===== config.mk =====
export PLATFORM = sky130hd
export DESIGN_NAME = atomrv_wb_master
export DESIGN_NICKNAME = d
export VERILOG_FILES = /design/src/rtl/atomrv_wb_master_pkg.sv /design/src/rtl/atomrv_wb_master_timeout_ctr.sv /design/src/rtl/atomrv_wb_master.sv
export SDC_FILE = /design/constraint.sdc
export NUM_CORES = 1
export LEC_CHECK = 0
export CORE_MARGIN = 2
export CORE_UTILIZATION = 43
export DETAILED_ROUTE_END_ITERATION = 8
export PLACE_DENSITY_LB_ADDON = 0.05
export SLEW_MARGIN = 20
export SYNTH_ARGS = -nofsm -noshare
export SYNTH_HDL_FRONTEND = slang
export SYNTH_SLANG_ARGS = --single-unit

===== constraint.sdc =====
create_clock -name wb_clk_i -period 2.01 [get_ports wb_clk_i]
set_clock_uncertainty 0.15 [all_clocks]
set_input_delay 0.402 -clock wb_clk_i [delete_from_list [all_inputs] [get_ports wb_clk_i]]
set_output_delay 0.402 -clock wb_clk_i [all_outputs]
set_load 0.01 [all_outputs]

===== src/rtl/atomrv_wb_master_pkg.sv =====
// Shared definitions for the AtomRV Wishbone master: FSM state encoding and default widths.
package atomrv_wb_master_pkg;

  typedef enum logic {
    WB_ST_IDLE = 1'b0,
    WB_ST_BUSY = 1'b1
  } wb_state_e;

  localparam int WB_ADDR_W_DEF  = 32;
  localparam int WB_DATA_W_DEF  = 32;
  localparam int WB_TIMEOUT_DEF = 255;

  function automatic int wb_cnt_w(input int limit);
    return (limit < 2) ? 1 : $clog2(limit + 1);
  endfunction

endpackage


===== src/rtl/atomrv_wb_master_timeout_ctr.sv =====
// Saturating wait-cycle counter for the Wishbone master; flags when LIMIT is reached.
module wb_timeout_ctr
  import atomrv_wb_master_pkg::*;
#(
  parameter int LIMIT = WB_TIMEOUT_DEF
) (
  input  logic clk,
  input  logic rst_n,
  input  logic clr,
  input  logic en,
  output logic reached_o
);

  localparam int CW = wb_cnt_w(LIMIT);
  localparam logic [CW-1:0] LIM = CW'(LIMIT);

  logic [CW-1:0] cnt_q, cnt_d;

  always_comb begin
    cnt_d = cnt_q;
    if (clr) begin
      cnt_d = '0;
    end else if (en && (cnt_q != LIM)) begin
      cnt_d = cnt_q + 1'b1;
    end
  end

  always_ff @(posedge clk or negedge rst_n) begin
    if (!rst_n) begin
      cnt_q <= '0;
    end else begin
      cnt_q <= cnt_d;
    end
  end

  assign reached_o = (cnt_q == LIM);

endmodule


===== src/rtl/atomrv_wb_master.sv =====
// Wishbone B4 classic master port for the AtomRV core (one per bus).
// Optional posted-write path enabled by macro ATOMRV_WB_POSTED_WRITE_EN.
module atomrv_wb_master
  import atomrv_wb_master_pkg::*;
#(
  parameter  int ADDR_W  = WB_ADDR_W_DEF,
  parameter  int DATA_W  = WB_DATA_W_DEF,
  parameter  int TIMEOUT = WB_TIMEOUT_DEF,
  localparam int SEL_W   = DATA_W / 8
) (
  input  logic              wb_clk_i,
  input  logic              wb_rst_ni,
  input  logic [ADDR_W-1:0] core_addr_i,
  input  logic [DATA_W-1:0] core_data_i,
  input  logic [SEL_W-1:0]  core_sel_i,
  input  logic              core_we_i,
  input  logic              core_valid_i,
  output logic [DATA_W-1:0] core_data_o,
  output logic              core_ack_o,
  output logic              core_err_o,
  output logic [ADDR_W-1:0] wb_adr_o,
  output logic [DATA_W-1:0] wb_dat_o,
  input  logic [DATA_W-1:0] wb_dat_i,
  output logic              wb_we_o,
  output logic [SEL_W-1:0]  wb_sel_o,
  output logic              wb_stb_o,
  output logic              wb_cyc_o,
  input  logic              wb_ack_i,
  input  logic              wb_err_i,
  output logic              posted_err_o
);

  wb_state_e         state_q, state_d;
  logic [ADDR_W-1:0] adr_q, adr_d;
  logic [DATA_W-1:0] wdat_q, wdat_d;
  logic [DATA_W-1:0] rdat_q, rdat_d;
  logic [SEL_W-1:0]  sel_q, sel_d;
  logic              we_q, we_d;
  logic              stb_q, stb_d;
  logic              ack_q, ack_d;
  logic              err_q, err_d;
  logic              tmo_clr, tmo_en, tmo_hit;
  logic              done, fail;
  logic              posted_q;

`ifdef ATOMRV_WB_POSTED_WRITE_EN
  logic posted_d, perr_q, perr_d;
  assign posted_err_o = perr_q;
`else
  assign posted_q     = 1'b0;
  assign posted_err_o = 1'b0;
`endif

  generate
    if (TIMEOUT > 0) begin : g_tmo
      wb_timeout_ctr #(.LIMIT(TIMEOUT)) u_tmo (
        .clk      (wb_clk_i),
        .rst_n    (wb_rst_ni),
        .clr      (tmo_clr),
        .en       (tmo_en),
        .reached_o(tmo_hit)
      );
    end else begin : g_no_tmo
      assign tmo_hit = 1'b0;
    end
  endgenerate

  always_comb begin
    state_d = state_q;
    adr_d   = adr_q;
    wdat_d  = wdat_q;
    sel_d   = sel_q;
    we_d    = we_q;
    stb_d   = stb_q;
    rdat_d  = rdat_q;
    ack_d   = 1'b0;
    err_d   = 1'b0;
    tmo_clr = 1'b0;
    tmo_en  = 1'b0;
    done    = 1'b0;
    fail    = 1'b0;
`ifdef ATOMRV_WB_POSTED_WRITE_EN
    posted_d = posted_q;
    perr_d   = perr_q;
`endif
    if (state_q == WB_ST_IDLE) begin
      // The ack/err guard stops the still-high valid of the answered request relaunching.
      if (core_valid_i && !ack_q && !err_q) begin
        state_d = WB_ST_BUSY;
        adr_d   = core_addr_i;
        wdat_d  = core_data_i;
        sel_d   = core_sel_i;
        we_d    = core_we_i;
        stb_d   = 1'b1;
        tmo_clr = 1'b1;
`ifdef ATOMRV_WB_POSTED_WRITE_EN
        posted_d = core_we_i;
        ack_d    = core_we_i;
`endif
      end
    end else begin
      if (wb_err_i) begin
        done = 1'b1;
        fail = 1'b1;
      end else if (wb_ack_i) begin
        done = 1'b1;
      end else if (tmo_hit) begin
        done = 1'b1;
        fail = 1'b1;
      end else begin
        tmo_en = 1'b1;
      end
      if (done) begin
        state_d = WB_ST_IDLE;
        stb_d   = 1'b0;
        if (!posted_q) begin
          if (fail) begin
            err_d  = 1'b1;
            rdat_d = '0;
          end else begin
            ack_d = 1'b1;
            if (!we_q) rdat_d = wb_dat_i;
          end
        end
`ifdef ATOMRV_WB_POSTED_WRITE_EN
        // A posted write already answered the core; failures only raise the sticky flag.
        if (posted_q && fail) perr_d = 1'b1;
        posted_d = 1'b0;
`endif
      end
    end
  end

  always_ff @(posedge wb_clk_i or negedge wb_rst_ni) begin
    if (!wb_rst_ni) begin
      state_q <= WB_ST_IDLE;
      adr_q   <= '0;
      wdat_q  <= '0;
      sel_q   <= '0;
      we_q    <= 1'b0;
      stb_q   <= 1'b0;
      rdat_q  <= '0;
      ack_q   <= 1'b0;
      err_q   <= 1'b0;
    end else begin
      state_q <= state_d;
      adr_q   <= adr_d;
      wdat_q  <= wdat_d;
      sel_q   <= sel_d;
      we_q    <= we_d;
      stb_q   <= stb_d;
      rdat_q  <= rdat_d;
      ack_q   <= ack_d;
      err_q   <= err_d;
    end
  end

`ifdef ATOMRV_WB_POSTED_WRITE_EN
  always_ff @(posedge wb_clk_i or negedge wb_rst_ni) begin
    if (!wb_rst_ni) begin
      posted_q <= 1'b0;
      perr_q   <= 1'b0;
    end else begin
      posted_q <= posted_d;
      perr_q   <= perr_d;
    end
  end
`endif

  assign wb_adr_o    = adr_q;
  assign wb_dat_o    = wdat_q;
  assign wb_sel_o    = sel_q;
  assign wb_we_o     = we_q;
  assign wb_stb_o    = stb_q;
  assign wb_cyc_o    = stb_q;
  assign core_data_o = rdat_q;
  assign core_ack_o  = ack_q;
  assign core_err_o  = err_q;

endmodule


==> results.md <==
- Unique masters post-synth: 38
- Most common cell after layout, fill and taps aside: nand2_1
- CTS tree: built
- RSZ-0062 raised after global routing: false
- Post-route ant nets: 0
- Hold Path Class: input port to asynchronous set/reset pin
- Total congestion overflow: 0
- Final HPWL DP: roughly 9300 microns
- # rows: 39
- # nets final: 855
- Initial antenna violation count: 0
- Clock sinks: 113
- First-pass detailed-route iteration total: 5
- DRC: 0
- Worst Max-Slew Pin Slew: ~0.61 ns
- Clock Latency Late Sink: approximately 0.4 ns
- Most frequent cells in the layout: 245 x nand2_1, 209 x clkdlybuf4s50_1, 112 x dfrtp_1
- Synth Register Bits: 113
- Clock Tree Buf Depth: 2
- Routed length per instance: approximately 15 microns
- Crit path max fanout: 4
- I/O pins: about 210
- Post-Syn Nets: 648
- Critical path class: flip-flop to output pin
- CP startpoint kind: flip-flop
- Num CTS Buffers: 17
- Die Wd: between 100 and 150 microns
- Setup bufs post-CTS: 0
- Cell Area, Synth: approximately 5000 sq um
- Tcrit/Tclk final: roughly 97%
- Crit-path cells: clkdlybuf4s50_1
- Fin util: about 69%
- Arr. time, crit path: 1.40 ns
- Fin crit period: between 1.5 and 2 ns
- Peak supply drop: between 600 and 700 uV
- Crit-path slowest cell: clkdlybuf4s50_1
- Gp weighted congestion: just over 0.8
- Leakage: about 3.7 nW
- Critical path endpoint category: output pin
- Area added between synthesis and finish: 57.4%
- Root Buffer: clkbuf_16
- Layout Cells excl Fill: 902
- PD cells: ~1300 nW/um^2
- Status: finished clean
- Via count: 4654
- DIE AREA: about 13000 sq um
- N_diodes: 0
- PortBufs: 210
- Fmax: just over 500 MHz
- Final wirelength: 13900 microns
- Final hold violation count: 0
- Total GRT Usage: 22.7%
- Syn_area_per_cell: 9.28 sq um
- Layout cells sized above 1: 7.25%
- Placed insts: 871
- Largest net degree at the start of global routing: 58
- Vias in the first global route: between 4k and 5k
- WP data required: 1.46 ns
- Die H: between 100 and 150 microns
- Clock transition at the registers of the reported paths: roughly 0.05 ns
- Synth warnings: 0
- Max-slew violations: 0
- MaxCap Viol Count: 0
- CP Buf/Inv Count: 1
- Worst slew margin: 59.5%
- Core Box Area: ~11000 sq um
- Final setup fails: 0
- CP max stage delay: ~0.57 ns
- Seq/Total Area, Yosys: between 50% and 60%
- DR iter-0 viols: 371
- Initial Util: between 40% and 50%
- Via density per instance: 5.16
- H-Tree Depth: 4
- First-pass GRT wire length: approximately 23000 microns
- Cell family with most CP delay: buffers and inverters
- Design Power: ~10 mW
- Mapped Cells: 541
final timing paths:
check                        startpoint               to  slack (ns)  cells past startpoint
max                             wb_we_o          wb_we_o        0.06                      1
min                           wb_rst_ni  core_data_o[19]        0.21                      2
max reg2reg                  core_ack_o     wb_dat_o[11]        0.24                      4
min reg2reg                wb_dat_o[16]     wb_dat_o[16]        0.32                      2
max in group asynchronous     wb_rst_ni          state_q        0.96                      3
min in group wb_clk_i      wb_dat_o[16]     wb_dat_o[16]        0.32                      2
state kept, by name, summed over array words and instances, names as in the netlist, 4 cells and up:
signal             count
core_data_o           32
wb_adr_o              32
wb_dat_o              32
g_tmo.u_tmo.cnt_q      8
wb_sel_o               4
through the flow:
stage | setup TNS [ns] | hold WS, ns | cell area [sq um] | setup WS [ns]
global route | 0 | 0.217 | 7900 | 0.0196
detailed placement | -13.16 | 0.0906 | 7320 | -0.194
floorplan | 0 | -0.0436 | 5020 | 0.280
finish | 0 | 0.213 | 7900 | 0.0625
CTS | 0 | 0.206 | 7900 | 0.0513
global placement | -10.74 | 0.0899 | 7320 | -0.175
area by class of cell:
type,count,area (sq um)
clock buffer,24,492
tap,143,179
inverter,2,7.51
timing repair buffer,232,2340
sequential,113,2830
fill,920,3520
clock inverter,6,80.1
multi-input combinational,382,1970
metal layers:
layer | up-vias | routed length [microns] | track usage, %
met3 | 20 | 915 | 6.59
met5 | - | 0 | 0
met4 | 0 | 289 | 8.86
met1 | 2242 | 6000 | 30.6
met2 | 162 | 6700 | 35.1
li1 | 2230 | - | -
cell usage after synthesis:
master | n | share of area [%]
o21a_1 | 1 | 0.15
nand2_1 | 245 | 18
o21ai_1 | 1 | 0.10
a41oi_1 | 1 | 0.17
inv_1 | 1 | 0.075
nor4b_1 | 2 | 0.35
buf_2 | 12 | 1.2
or4b_1 | 1 | 0.20
conb_1 | 1 | 0.075
nand4_1 | 1 | 0.12
o21bai_1 | 1 | 0.15
a31oi_1 | 1 | 0.12
mux2i_1 | 4 | 0.80
a211oi_1 | 2 | 0.30
nor2_1 | 2 | 0.15
buf_1 | 2 | 0.15
inv_2 | 1 | 0.075
a22oi_1 | 32 | 4.8
nor4bb_1 | 1 | 0.20
ha_1 | 1 | 0.25
nor3_1 | 2 | 0.20
and4_1 | 1 | 0.17
nand4bb_1 | 1 | 0.22
nor2b_1 | 32 | 4.0
o2111a_1 | 1 | 0.22
clkbuf_1 | 21 | 1.6
and3_1 | 4 | 0.50
nor3b_2 | 1 | 0.25
dfrtp_1 | 113 | 56
nand3_1 | 1 | 0.10
o311ai_1 | 32 | 5.6
nand2b_1 | 1 | 0.12
a21oi_1 | 2 | 0.20
buf_6 | 6 | 1.3
buf_4 | 3 | 0.45
o211ai_1 | 3 | 0.45
nor3b_1 | 2 | 0.30
and2_1 | 2 | 0.25
what timing repair did:
action | CTS | global route
endpoints found under the hold margin | 113 | 0
gates resized for setup | 1 | 0
endpoints found under the setup margin | 1 | 0
hold buffers | 1 | 0
power by group:
group / switching (mW) / internal [mW] / total [mW]
combinational: 1.46 / 2.03 / 3.49
clock: 0.964 / 1.93 / 2.89
sequential: 0.497 / 3.02 / 3.52
cell families (layout without fill, tap and decap cells):
kind of cell	Yosys count	in the layout	synth area share (%)
AND/OR/NAND/NOR	299	299	25.4
flip-flops	113	113	56.3
AO/OA/AOI/OAI	77	77	12.2
buffers and inverters	46	264	4.86
multiplexers	4	4	0.798
adder cells (fa/ha/maj)	1	1	0.249
other	1	1	0.0747
Note: power is estimated with default switching activity, not from simulation.
==> RTL change 1: new RTL, same settings <==
The option `ATOMRV_WB_POSTED_WRITE_EN` is turned on by a define.
--- a/src/rtl/atomrv_wb_master.sv
+++ b/src/rtl/atomrv_wb_master.sv
@@ -1,4 +1,6 @@
 // Wishbone B4 classic master port for the AtomRV core (one per bus).
 // Optional posted-write path enabled by macro ATOMRV_WB_POSTED_WRITE_EN.
+`define ATOMRV_WB_POSTED_WRITE_EN
+
 module atomrv_wb_master
   import atomrv_wb_master_pkg::*;
Behaviour: not the same (a bounded check fails within 4 cycles, from zero or initial values and one cycle with wb_rst_ni low).
==> RTL change 1 against the unedited design <==
- critical path type unchanged
- area after synthesis shrank 4.0%
- sequential cell count increased by 2
- wire length fell by 0.51%
- sequential share of layout area rose by 0.93 points
- final area fell by 0.86%
- total power up 17%
- largest power group is now combinational cells
- setup slack lost 0.023 ns
- critical path depth unchanged
- first-iteration DRC count fell by 11%
==> RTL change 1: results (changes against the unedited design) <==
status:
  status: "completed"
placement:
  hpwlAfterDp_mm: 9.77  # +5.1%
  io_buffers: 211  # +0.48%
  dpl_cell_area_mm2: 0.00719  # -1.8%
  pre_cts_ws_ns: -0.258  # -0.0640 ns
  gp_congestion: 0.841  # +2.3%
  dp_cells: 849  # -2.5%
worst_setup_path:
  arrival_ns: 1.42  # +0.02 ns
  cp-startpoint: "wb_adr_o[28]$_DFFE_PN0P_"
  slowest_delay_ns: 0.59  # +0.02 ns
  r2r_setup_slack_ns: 0.14  # -0.10 ns
  cp_max_fo: 2  # -2
route:
  dr_wl_met3_mm: 1.06  # +16%
  route.met2.wl_mm: 6.83  # +2.0%
  routed_wl_mm: 13.8  # -0.51%
  drt-pass1-iter-count: 4  # -1
  wl_met1_mm: 5.73  # -4.5%
cts:
  ctsRootBufferMaster: "clkbuf_8"
  clkLatencyLatePin_ns: 0.50  # +0.09 ns
synth:
  syn_nets: 618  # -4.6%
  synth_top_cells_by_area: "dfrtp_1 (60%), nand2_1 (17%), a32oi_1 (5.6%)"
  ys_top_cells_by_count: "nand2_1 (212), dfrtp_1 (115), inv_1 (35)"
  synth.avg_cell_area_um2: 9.43  # +1.6%
sta:
  finalWorstSetupSlack_ns: 0.0398  # -0.0227 ns
  fin_hold_ws_ns: 0.217  # +0.00378 ns
global_route:
  gr-usage-met2: 0.377  # +0.0262
  grt_pass1_vias: 4401  # -5.0%
  met3_usage: 0.0616  # -0.00423
  grt_pass1_wl_mm: 21.5  # -6.8%
finish:
  drive_above_1_share: 0.0704  # -0.00210
  stdcell_count: 879  # -2.5%
  n_fill_cell: 823  # -11%
pwr:
  leakagePower_uw: 0.00410  # +11%
==> RTL change 1: power groups by stage <==
stage                     Sequential, uW  Clock, uW  Combinational [uW]
after detailed placement            4080          0                4960
final                               4050       2760                4760
after floorplan                     4510          0                1540
after global placement              4050          0                4840
after CTS                           4060       2820                4930
after global routing                4190       2940                5220
==> RTL change 1: layout make-up <==
class,count,area [um^2],share of cell area
Sequential cell,115,2880,0.367
Timing Repair Buffer,231,2440,0.311
Inverter,35,131,0.0168
Tap cell,140,175,0.0224
Clock inverter,6,80.1,0.0102
Multi-Input combinational cell,329,1660,0.212
Clock buffer,23,467,0.0596
==> RTL change 1: logic make-up (layout without fill, tap and decap cells) <==
family,after synthesis,count (layout),share of synthesized area
DFF,115,115,0.597
adders and majority gates,1,1,0.00260
and+or+nand+nor,238,238,0.204
AOI/OAI and AO/OA,87,87,0.128
muxes,3,3,0.00623
buffers and inverters,67,295,0.0621
==> RTL change 2: new RTL, same flow settings <==
Made on the original files. Take the reset off `rdat_q` and load it in a clocked block of its own.
--- a/src/rtl/atomrv_wb_master.sv
+++ b/src/rtl/atomrv_wb_master.sv
@@ -140,5 +140,4 @@
       we_q    <= 1'b0;
       stb_q   <= 1'b0;
-      rdat_q  <= '0;
       ack_q   <= 1'b0;
       err_q   <= 1'b0;
@@ -150,8 +149,11 @@
       we_q    <= we_d;
       stb_q   <= stb_d;
-      rdat_q  <= rdat_d;
       ack_q   <= ack_d;
       err_q   <= err_d;
     end
+  end
+
+  always_ff @(posedge wb_clk_i) begin
+    rdat_q <= rdat_d;
   end
 
Formal check against the unedited RTL: differs if wb_rst_ni is asserted again (counterexample within 4 cycles, from zero or initial values and one cycle with wb_rst_ni low); with wb_rst_ni held inactive, the same outputs for 4 cycles.
==> RTL change 2 against the unedited design <==
- total power is 17% lower
- final area is 6.5% lower
- first-iteration DRC count is 52% lower
- maximum frequency is 0.62% lower
- non-clock buffer count is 6 lower
- global-route usage is 0.85 points lower
- sequential cell count stayed put
- wire length is 18% lower
- final cell count is 13% lower
- area after synthesis is 12% lower
- setup slack worse by 0.012 ns
- via count is 22% lower
==> RTL change 2: results (changes against the unedited design) <==
route:
  route.met2.wl_mm: 5.80  # -13%
  wire_per_inst_um: 14.4  # -6.4%
  dr_wl_met3_um: 862  # -5.8%
  via_count: 3646  # -22%
  drt_iter0_markers: 179  # -52%
finish:
  multi_input_cells: 282  # -26%
  seq_cells: 113  # unchanged
  drive_above_1_share: 0.0779  # +0.00540
  buffer_area_frac: 0.316  # +0.0196
  n_fill_cell: 692  # -25%
worst_setup_path:
  slowest_delay_ns: 0.54  # -0.03 ns
  reg2reg_to: "core_data_o[5]$_SDFFCE_PP0P_"
synth:
  async_flop_share: 0.717  # -0.283
  ys_top_cells_by_count: "nand2_1 (210), dfrtp_1 (81), and2_1 (33)"
  synth_top_cells_by_area: "dfrtp_1 (46%), edfxtp_1 (22%), nand2_1 (18%)"
  synth_edf_count: 32  # +32
  syn_nets: 526  # -19%
pwr:
  max-vdd-ir-drop_mv: 0.628  # -6.6%
  leakagePower_uw: 0.00364  # -1.3%
global_route:
  grt_max_degree: 74  # +28%
  gr-usage-met2: 0.357  # +0.00603
  grt_usage: 0.219  # -0.00849
  grt_pass1_vias: 3818  # -18%
  met3_usage: 0.0805  # +0.0146
status:
  status: "completed"
placement:
  hpwlAfterDp_mm: 8.05  # -13%
  gp_congestion: 0.790  # -3.9%
cts:
  ctsRootBufferMaster: "clkbuf_8"
  cts_resized: 8  # +7
sta:
  fin_hold_ws_ns: 0.215  # +0.00166 ns
RTL change 2: how the worst max path moves through the flow:
stage                                                 from                      endpoint  slack (ns)
after floorplan           g_tmo.u_tmo.cnt_q[0]$_DFFE_PN0P_  core_data_o[0]$_SDFFCE_PP0P_       -0.21
after global placement                        core_valid_i      wb_adr_o[27]$_DFFE_PN0P_       -0.04
after detailed placement                      core_valid_i       wb_dat_o[6]$_DFFE_PN0P_       -0.09
after CTS                          wb_dat_o[5]$_DFFE_PN0P_                   wb_dat_o[5]       0.008
after global routing              wb_dat_o[12]$_DFFE_PN0P_                  wb_dat_o[12]      -0.002
final                              wb_dat_o[7]$_DFFE_PN0P_                   wb_dat_o[7]        0.05
RTL change 2: cells by family (layout without fill, tap and decap cells):
family | count (synthesis) | count (layout) | share of synthesized area
XOR/XNOR | 1 | 1 | 0.00199
flip-flops | 113 | 113 | 0.679
multiplexers | 1 | 1 | 0.00227
other | 1 | 1 | 0.000852
AND/OR/NAND/NOR | 263 | 263 | 0.255
AO/OA/AOI/OAI | 15 | 15 | 0.0230
adder cells (fa/ha/maj) | 1 | 1 | 0.00284
buffers and inverters | 24 | 260 | 0.0350
RTL change 2: through the flow:
| step | std cells | TNS [ns] | util | area, um^2 |
|---|---|---|---|---|
| after floorplan | 419 | -6.74 | - | 4450 |
| after global placement | 755 | -2.08 | 0.682 | 6720 |
| after detailed placement | 755 | -4.19 | 0.682 | 6720 |
| after CTS | 788 | 0 | 0.741 | 7310 |
| after global routing | 788 | -0.00185 | 0.749 | 7380 |
| final | 788 | 0 | 0.749 | 7380 |
RTL change 2: report_power, final:
part	switching, uW	internal (uW)
Clock	977	1980
Sequential	249	2880
Combinational	951	1170
